`config.mk`:
```
export PLATFORM = sky130hd
export DESIGN_NAME = hsv2rgb_clk
export DESIGN_NICKNAME = d
export VERILOG_FILES = /design/src/rtl/hsv2rgb_clk.sv
export SDC_FILE = /design/constraint.sdc
export NUM_CORES = 1
export LEC_CHECK = 0
export CORE_MARGIN = 2
export CORE_UTILIZATION = 40
export DETAILED_ROUTE_END_ITERATION = 6
export GPL_TIMING_DRIVEN = 0
export PLACE_DENSITY = 0.57
export SYNTH_ARGS = -nofsm -noshare
export SYNTH_HDL_FRONTEND = slang
export SYNTH_SLANG_ARGS = --single-unit
```
`constraint.sdc`:
```
create_clock -name pclk -period 9.6 [get_ports pclk]
set_clock_uncertainty 0.2 [all_clocks]
set_input_delay 2.88 -clock pclk [delete_from_list [all_inputs] [get_ports pclk]]
set_output_delay 2.88 -clock pclk [all_outputs]
set_load 0.02 [all_outputs]
```
`src/rtl/hsv2rgb_clk.sv`:
```
// hsv2rgb_clk - multi-cycle HSV to RGB converter for the cube-colour pipeline.
//
// One pixel is accepted on an `enable` strobe while idle. The three channel
// values p, q and t are produced by a single shared 8-step restoring divider
// against the constant divisor DIVK = 255*30, and the result is presented on
// RGB24 with a one-cycle rgb_done pulse 26 cycles after the accept edge.
//
// Optional build macro: HSV2RGB_ROUND_EN
//   defined   -> each numerator is biased by DIVK/2 (round half up)
//   undefined -> plain truncation (floor)
// Latency and interface are identical in both builds.
module hsv2rgb_clk (
    input  logic        pclk,
    input  logic        rst_n,
    input  logic        enable,
    input  logic [23:0] HSV24,
    output logic [23:0] RGB24,
    output logic        rgb_done,
    output logic        busy
);

    localparam int unsigned DIVK    = 7650;
    localparam logic [15:0] DIVK_16 = 16'(DIVK);
    localparam logic [20:0] DIVK_21 = 21'(DIVK);
`ifdef HSV2RGB_ROUND_EN
    localparam logic [20:0] BIAS    = 21'(DIVK / 2);
`else
    localparam logic [20:0] BIAS    = 21'd0;
`endif

    typedef enum logic [1:0] {
        S_IDLE = 2'd0,
        S_LOAD = 2'd1,
        S_DIV  = 2'd2,
        S_MAP  = 2'd3
    } state_t;

    // ------------------------------------------------------------------
    // State and datapath registers
    // ------------------------------------------------------------------
    state_t      state_reg,  state_next;
    logic [7:0]  h_reg,      h_next;       // hue already wrapped into 0..179
    logic [7:0]  s_reg,      s_next;
    logic [7:0]  v_reg,      v_next;
    logic [2:0]  sector_reg, sector_next;
    logic [20:0] num_reg     [3];          // numerators for p, q, t
    logic [20:0] num_next    [3];
    logic [20:0] rem_reg,    rem_next;     // divider partial remainder
    logic [7:0]  quot_reg,   quot_next;    // divider partial quotient
    logic [7:0]  res_reg     [3];          // finished quotients p, q, t
    logic [7:0]  res_next    [3];
    logic [1:0]  ch_reg,     ch_next;      // which numerator is being divided
    logic [2:0]  step_reg,   step_next;    // current quotient bit (7 down to 0)
    logic [23:0] rgb_reg,    rgb_next;
    logic        done_reg,   done_next;

    // ------------------------------------------------------------------
    // Sector / fractional split of the registered hue
    // ------------------------------------------------------------------
    logic [2:0] sec_w;
    logic [7:0] base_w;
    logic [7:0] f_w;
    logic [7:0] k_w     [3];
    logic [20:0] num_w  [3];

    // Hue sector lookup by comparison ladder; h_reg is always below 180.
    always_comb begin
        sec_w  = 3'd0;
        base_w = 8'd0;
        if (h_reg >= 8'd150) begin
            sec_w  = 3'd5;
            base_w = 8'd150;
        end else if (h_reg >= 8'd120) begin
            sec_w  = 3'd4;
            base_w = 8'd120;
        end else if (h_reg >= 8'd90) begin
            sec_w  = 3'd3;
            base_w = 8'd90;
        end else if (h_reg >= 8'd60) begin
            sec_w  = 3'd2;
            base_w = 8'd60;
        end else if (h_reg >= 8'd30) begin
            sec_w  = 3'd1;
            base_w = 8'd30;
        end
    end

    assign f_w    = h_reg - base_w;
    assign k_w[0] = 8'd30;            // p
    assign k_w[1] = f_w;              // q
    assign k_w[2] = 8'd30 - f_w;      // t

    // N_k = V * (DIVK - S*k) (+ bias). S*k never exceeds DIVK, so the
    // difference stays non-negative and the product fits in 21 bits.
    generate
        for (genvar gi = 0; gi < 3; gi++) begin : g_num
            logic [15:0] sk_w;
            logic [15:0] diff_w;
            assign sk_w      = 16'(s_reg) * 16'(k_w[gi]);
            assign diff_w    = DIVK_16 - sk_w;
            assign num_w[gi] = 21'(24'(v_reg) * 24'(diff_w)) + BIAS;
        end
    endgenerate

    // ------------------------------------------------------------------
    // One restoring-divider step
    // ------------------------------------------------------------------
    logic [20:0] dsh_w;
    logic        ge_w;
    logic [20:0] rem_sub_w;
    logic [7:0]  qbit_w;
    logic [7:0]  q_cur_w;
    logic [20:0] rem_cur_w;

    assign dsh_w     = DIVK_21 << step_reg;   // at most 979200, fits 21 bits
    assign ge_w      = (rem_reg >= dsh_w);
    assign rem_sub_w = rem_reg - dsh_w;
    assign qbit_w    = 8'd1 << step_reg;
    assign q_cur_w   = ge_w ? (quot_reg | qbit_w) : quot_reg;
    assign rem_cur_w = ge_w ? rem_sub_w : rem_reg;

    // Next-state and datapath update; every register holds by default.
    always_comb begin
        state_next  = state_reg;
        h_next      = h_reg;
        s_next      = s_reg;
        v_next      = v_reg;
        sector_next = sector_reg;
        num_next    = num_reg;
        rem_next    = rem_reg;
        quot_next   = quot_reg;
        res_next    = res_reg;
        ch_next     = ch_reg;
        step_next   = step_reg;
        rgb_next    = rgb_reg;
        done_next   = 1'b0;

        case (state_reg)
            S_IDLE: begin
                if (enable) begin
                    h_next     = (HSV24[23:16] >= 8'd180) ? (HSV24[23:16] - 8'd180)
                                                          : HSV24[23:16];
                    s_next     = HSV24[15:8];
                    v_next     = HSV24[7:0];
                    state_next = S_LOAD;
                end
            end

            S_LOAD: begin
                sector_next = sec_w;
                for (int i = 0; i < 3; i++) begin
                    num_next[i] = num_w[i];
                end
                // Prime the divider with p so the first step runs next cycle.
                rem_next   = num_w[0];
                quot_next  = 8'd0;
                ch_next    = 2'd0;
                step_next  = 3'd7;
                state_next = S_DIV;
            end

            S_DIV: begin
                if (step_reg == 3'd0) begin
                    for (int i = 0; i < 3; i++) begin
                        if (ch_reg == 2'(i)) begin
                            res_next[i] = q_cur_w;
                        end
                    end
                    quot_next = 8'd0;
                    step_next = 3'd7;
                    if (ch_reg == 2'd2) begin
                        state_next = S_MAP;
                    end else begin
                        ch_next  = ch_reg + 2'd1;
                        rem_next = (ch_reg == 2'd0) ? num_reg[1] : num_reg[2];
                    end
                end else begin
                    step_next = step_reg - 3'd1;
                    rem_next  = rem_cur_w;
                    quot_next = q_cur_w;
                end
            end

            S_MAP: begin
                // res_reg[0]=p, [1]=q, [2]=t
                case (sector_reg)
                    3'd0:    rgb_next = {v_reg,      res_reg[2], res_reg[0]};
                    3'd1:    rgb_next = {res_reg[1], v_reg,      res_reg[0]};
                    3'd2:    rgb_next = {res_reg[0], v_reg,      res_reg[2]};
                    3'd3:    rgb_next = {res_reg[0], res_reg[1], v_reg};
                    3'd4:    rgb_next = {res_reg[2], res_reg[0], v_reg};
                    default: rgb_next = {v_reg,      res_reg[0], res_reg[1]};
                endcase
                done_next  = 1'b1;
                state_next = S_IDLE;
            end

            default: begin
                state_next = S_IDLE;
            end
        endcase
    end

    // Register update; reset clears everything including any partial result.
    always_ff @(posedge pclk or negedge rst_n) begin
        if (!rst_n) begin
            state_reg  <= S_IDLE;
            h_reg      <= 8'd0;
            s_reg      <= 8'd0;
            v_reg      <= 8'd0;
            sector_reg <= 3'd0;
            for (int i = 0; i < 3; i++) begin
                num_reg[i] <= 21'd0;
                res_reg[i] <= 8'd0;
            end
            rem_reg    <= 21'd0;
            quot_reg   <= 8'd0;
            ch_reg     <= 2'd0;
            step_reg   <= 3'd0;
            rgb_reg    <= 24'd0;
            done_reg   <= 1'b0;
        end else begin
            state_reg  <= state_next;
            h_reg      <= h_next;
            s_reg      <= s_next;
            v_reg      <= v_next;
            sector_reg <= sector_next;
            for (int i = 0; i < 3; i++) begin
                num_reg[i] <= num_next[i];
                res_reg[i] <= res_next[i];
            end
            rem_reg    <= rem_next;
            quot_reg   <= quot_next;
            ch_reg     <= ch_next;
            step_reg   <= step_next;
            rgb_reg    <= rgb_next;
            done_reg   <= done_next;
        end
    end

    assign RGB24    = rgb_reg;
    assign rgb_done = done_reg;
    assign busy     = (state_reg != S_IDLE);

endmodule

```
# After elaboration in Yosys (flattened, before gate mapping)
# Index checks and enable logic that the tools add are counted.
# word_totals
regBits	154
latch_bits	0
mem_bits_rw	0
mem_bits_ro	0
in_bits	27
out_inout_bits	26
mem_count	0
# classes
add_sub_neg	9
n_mul	6
n_div	0
magnitude_cmp	7
n_eq_ne	15
shifts	2
n_mux	30
bitwise_logic	1
n_reduce_logical	13
# op_table
operator	n
$pmux 24 s5	1
$mux 21	4
$mul 8x16->21	3
$pmux 21 s2	1
$mul 8x8->16	2
$mux 8	4
$sub 13x16->16 const A	2
$ge 21x21->1	1
$shl 13x3->21 const A	1
$sub 21x21->21	1
$reduce_and 3->1	6
$ge 8x7->1 const B	2
$ge 8x8->1 const B	2
$pmux 8 s2	1
$mux 2	7
$mux 7	2
$sub 13x13->14 const A	1
$mul 8x4->12 const B	1
$mux 3	3
$ge 8x5->1 const B	1
$ge 8x6->1 const B	1
$ne 2x2->1 const B	4
$or 8x8->8	1
$pmux 2 s4	1
other kinds (21)	30

# Logic depth before layout (Yosys ltp)
# logic_depth
depth_word	11
mapped_depth	46

# Least setup slack after synthesis
# No wires, ideal clock.
# synth_path
path_kind	reg2reg
start	register h_reg[2]
end	register num_reg[20] (netlist bit)
setup_ns	0.125
arrival_ns	9.895
required_time_ns	9.275
slack_ns	-0.619
path_stages_with_launch	46
path_cell_list	dfrtp_1 > inv_1 > nor2_1 > o21ai_0 > and3_1 > a31oi_1 > nor2b_1 > inv_1 > ha_1 > nor2b_1 > o21ai_0 > nand2b_1 > a21o_1 > a21oi_1 > xnor2_1 > nor3_1 > xnor2_1 > nand2_1 > [... 10 more ...] > a21oi_1 > o31ai_1 > o41ai_1 > xnor2_1 > and2_1 > fa_1 > fa_1 > fa_1 > inv_1 > fa_1 > inv_1 > ha_1 > a21o_1 > a21oi_1 > nor3b_1 > a211oi_1 > xnor3_1 > mux2_2
# synth_between
elab_chain_cells	11
word_cells_on_any_way	15
classes_between	3 x add/sub; 2 x mul; 5 x order compare; 5 x mux
# synth_lines
element	line	source
from (decl)	42	logic [7:0] h_reg, h_next;
from (signal assigned)	224	h_reg <= h_next;
$ge 8x5->1	82	end else if (h_reg >= 8'd30) begin
$mux 5	82	
$mux 6	79	end else if (h_reg >= 8'd60) begin
$mux 7	76	end else if (h_reg >= 8'd90) begin
$mux 7	73	end else if (h_reg >= 8'd120) begin
$mux 8	70	if (h_reg >= 8'd150) begin
$sub 8x8->8 (*)	88	assign f_w = h_reg - base_w;
$sub 5x8->8 (*)	91	assign k_w[2] = 8'd30 - f_w;
$mul 8x8->16 (*)	99	assign sk_w = 16'(s_reg) * 16'(k_w[gi]);
$sub 13x16->16 (*)	100	assign diff_w = DIVK_16 - sk_w;
$mul 8x16->21 (*)	101	assign num_w[gi] = 21'(24'(v_reg) * 24'(diff_w)) + BIAS;
to (signal, indexed assignment)	229	num_reg[i] <= num_next[i];
to (decl)	46	logic [20:0] num_reg [3];
# Mark *: on every way between the ends. The rest lies on a longest branch, timed or not.
# A chain may end at the register's enable or synchronous reset.

# Worst setup path after layout
# layout_path
start	register h_reg[2]
end	register num_reg[20] (netlist bit)
# layout_between
elab_chain_cells	11
word_cells_on_any_way	15
classes_between	3 x add/sub; 2 x mul; 5 x order compare; 5 x mux
# layout_lines
element	line	source
$ge 8x5->1	82	
$mux 5	82	
$mux 6	79	
$mux 7	76	
$mux 7	73	
$mux 8 (*)	70	
via base_w[1]	61	logic [7:0] base_w;
$sub 8x8->8 (*)	88	
$sub 5x8->8 (*)	91	
$mul 8x8->16 (*)	99	
$sub 13x16->16 (*)	100	
$mul 8x16->21 (*)	101	
# The timed path passes the listed nets; every way through them passes the cells marked *.

==> results.sh <==
export IMPL_holdPathEnd="num_reg[28]$_DFFE_PN0P_"
export IMPL_path_class="flip-flop to flip-flop"
export IMPL_ys_warn_count=0
export IMPL_required_ps=9760
export IMPL_area_growth_pct=19.4
export IMPL_largest_reg_flops=41
export IMPL_synth_edf_count=0
export IMPL_antenna_found_initial=3
export IMPL_first_pass_iters=7
export IMPL_top_usage_layer="met2"
export IMPL_globalRouteMet1Util_pct=32.3
export IMPL_crit_top_cell="fa_1"
export IMPL_slowest_stage="fa_1"
export IMPL_drive_gt1_share_pct=15.2
export IMPL_clock_root_buffer="clkbuf_16"
export IMPL_core_sq_um=60600
export IMPL_h_tree_depth=4
export IMPL_synth_cell_area_sq_um=24600
export IMPL_holdCritStartpoint="num_reg[28]$_DFFE_PN0P_"
export IMPL_synth_top_cell_area_share_pct=26.5
export IMPL_synth_commonest_cells="inv_1, fa_1, nand2_1"
export IMPL_relSlewSlack_pct=25.7
export IMPL_grt_first_pass_wirelength_mm=119
export IMPL_initialDrtViolationCount=1228
export IMPL_grt_usage_pct=24.3
export IMPL_io_buffers=52
export IMPL_violations="DRC, setup timing"
export IMPL_dp_slack_ps=-1720
export IMPL_arrival_ps=10420
export IMPL_layout_nets=3578
export IMPL_finalMaxSlewViolations=0
export IMPL_setup_viol=15
export IMPL_yosysMostFrequentCell="inv_1"
export IMPL_rsz0062_at_grt="yes"
export IMPL_r2r_slack_ps=-660
export IMPL_cts_tree="built"
export IMPL_synth_area_leaders="fa_1, dfrtp_1, ha_1, inv_1, and2_1"
export IMPL_cp_start_kind="flip-flop"
export IMPL_initial_core_util_pct=40.7
export IMPL_routabilityCongestion=0.933
export IMPL_die_area_sq_um=63600
export IMPL_met3_usage_pct=2.45
export IMPL_r2r_start="h_reg[2]$_DFFE_PN0P_"
export IMPL_rr_endpoint="num_reg[20]$_DFFE_PN0P_"
export IMPL_synth_async_reset_ratio_pct=100
export IMPL_syn_nets=3390
export IMPL_dieHeight_um=252
export IMPL_yosysUniqueCellTypes=78
export IMPL_setup_slack_ps=-658
export IMPL_avgSynthCellArea_sq_um=8.83
export IMPL_postRouteAntennaNets=0
export IMPL_final_hold_viol_count=0
export IMPL_r2r_cells=47
export IMPL_clkLatencyLatePin_ps=480
export IMPL_viasPerCell=5.43
export IMPL_dp_hpwl_mm=58.7
export IMPL_cts_buffers=17
export IMPL_status="finished with violations"
export IMPL_cts_sinks=153
export IMPL_worst_pin_slew_ps=1110
export IMPL_fin_crit_sh_pct=107
export IMPL_fmax_mhz=97.5
export IMPL_wl_mm=76.8
export IMPL_synth_cells=2790
export IMPL_ys_ff_latch=153
export IMPL_crit_fanout=4
export IMPL_period_minus_slack_ps=10260
export IMPL_path_buf_inv=11
export IMPL_grt_ovfl_total=0
export IMPL_wl_per_cell_um=20.4
export IMPL_yosysTopAreaCell="fa_1"
export IMPL_hold_buffers=0
export IMPL_clk_pin_slew_ps=70
export IMPL_dieWidth_um=252
export IMPL_ctsLongestPathBuffers=2
export IMPL_use_met2_pct=41.9
export IMPL_grt_max_degree=101
export IMPL_holdPathStages=2
export IMPL_row_count=90
export IMPL_first_global_vias=21135
export IMPL_io_pins=53
export IMPL_synth_ff_type="dfrtp_1"
export IMPL_slowest_delay_ps=580
export IMPL_vias=20497
export IMPL_max_cap_violations=0
export IMPL_critPathCaptureType="flip-flop"
export IMPL_cp_top_family="adder cells"
export IMPL_hp_class="flip-flop to flip-flop"
export IMPL_synth_seq_area_share_pct=15.5
export IMPL_drc=1
[metrics by stage]
stage / TNS, ps / instances / utilization, % / hold slack, ps / instance area [sq um]
4_1_cts: -3120 / 3731 / 47.2 / 289 / 28600
6_report: -5190 / 3773 / 48.6 / 285 / 29400
5_1_grt: -11840 / 3772 / 48.6 / 322 / 29400
2_1_floorplan: -17.0 / 2790 / - / 251 / 24900
3_5_place_dp: -21140 / 3625 / 43.6 / 273 / 26400
3_3_place_gp: -181220 / 3624 / 43.5 / 266 / 26400
[final cells by class]
class,instances,area [sq um]
sequential,153,3830
multi-input combinational,2095,20400
antenna,1,2.50
timing repair buffer,170,1550
tap,782,978
inverter,432,1620
clock buffer,20,457
clock inverter,11,110
fill,5738,31200
buffer,109,455
[tightest hold or removal path, stage by stage, from the launching register on]
cell and delay [ps]:
dfrtp_1 340, nand2_1 60, o31ai_1 50
[routing by layer]
layer	up-vias	wire [um]
li1	9405	-
met1	10365	33600
met2	604	37300
met3	123	3780
met4	0	2160
met5	-	0
[cells in the final DEF (no fill, tap or decap), types with 13 or more instances in the layout]
master and instances:
inv_1 406, fa_1 313, nand2_1 306, ha_1 214
and2_1 199, dfrtp_1 148, nor2_1 123, a21oi_1 105
clkbuf_1 91, buf_4 89, o21ai_0 78, nor2b_1 59
xnor2_1 58, clkdlybuf4s50_1 51, mux2_2 47, a21o_1 32
a31oi_1 31, ha_4 30, nor3_1 29, nand2b_1 28
mux2i_1 27, o211ai_1 26, buf_6 26, inv_2 23
nand3_1 21, xnor2_2 20, o21a_1 19, xor2_1 18
clkbuf_16 17, a21oi_2 16, and2_4 13, a211oi_1 13
fa_2 13
[kinds of logic (layout without fill, tap and decap cells)]
logic type | count (synthesis) | after routing | share of synthesized area, %
AND/OR/NAND/NOR | 873 | 873 | 17.5
flip-flops | 153 | 153 | 15.5
XOR/XNOR | 116 | 116 | 4.21
AO/OA/AOI/OAI | 454 | 454 | 12.0
multiplexers | 79 | 79 | 3.47
other | 0 | 1 | 0
buffers and inverters | 542 | 742 | 8.28
adder cells (fa/ha/maj) | 573 | 573 | 39.0
[worst max path at each step]
stage,start,endpoint,slack (ps),depth (start not counted)
2_1_floorplan,h_reg[2]$_DFFE_PN0P_,num_reg[20]$_DFFE_PN0P_,-20,44
3_3_place_gp,h_reg[2]$_DFFE_PN0P_,num_reg[20]$_DFFE_PN0P_,-1600,44
3_5_place_dp,h_reg[2]$_DFFE_PN0P_,num_reg[20]$_DFFE_PN0P_,-1720,42
4_1_cts,h_reg[2]$_DFFE_PN0P_,num_reg[20]$_DFFE_PN0P_,-580,44
5_1_grt,h_reg[2]$_DFFE_PN0P_,num_reg[20]$_DFFE_PN0P_,-1030,41
6_report,h_reg[2]$_DFFE_PN0P_,num_reg[20]$_DFFE_PN0P_,-660,47
[what timing repair did]
action,in CTS,in global routing
gates resized for setup,199,111
setup buffers,75,44
endpoints found under the setup margin,24,21
pin swaps,95,85
cloned,1,0
Power is not shown: default switching activity piles up to over one toggle a cycle in this logic, so the estimate is an artifact.
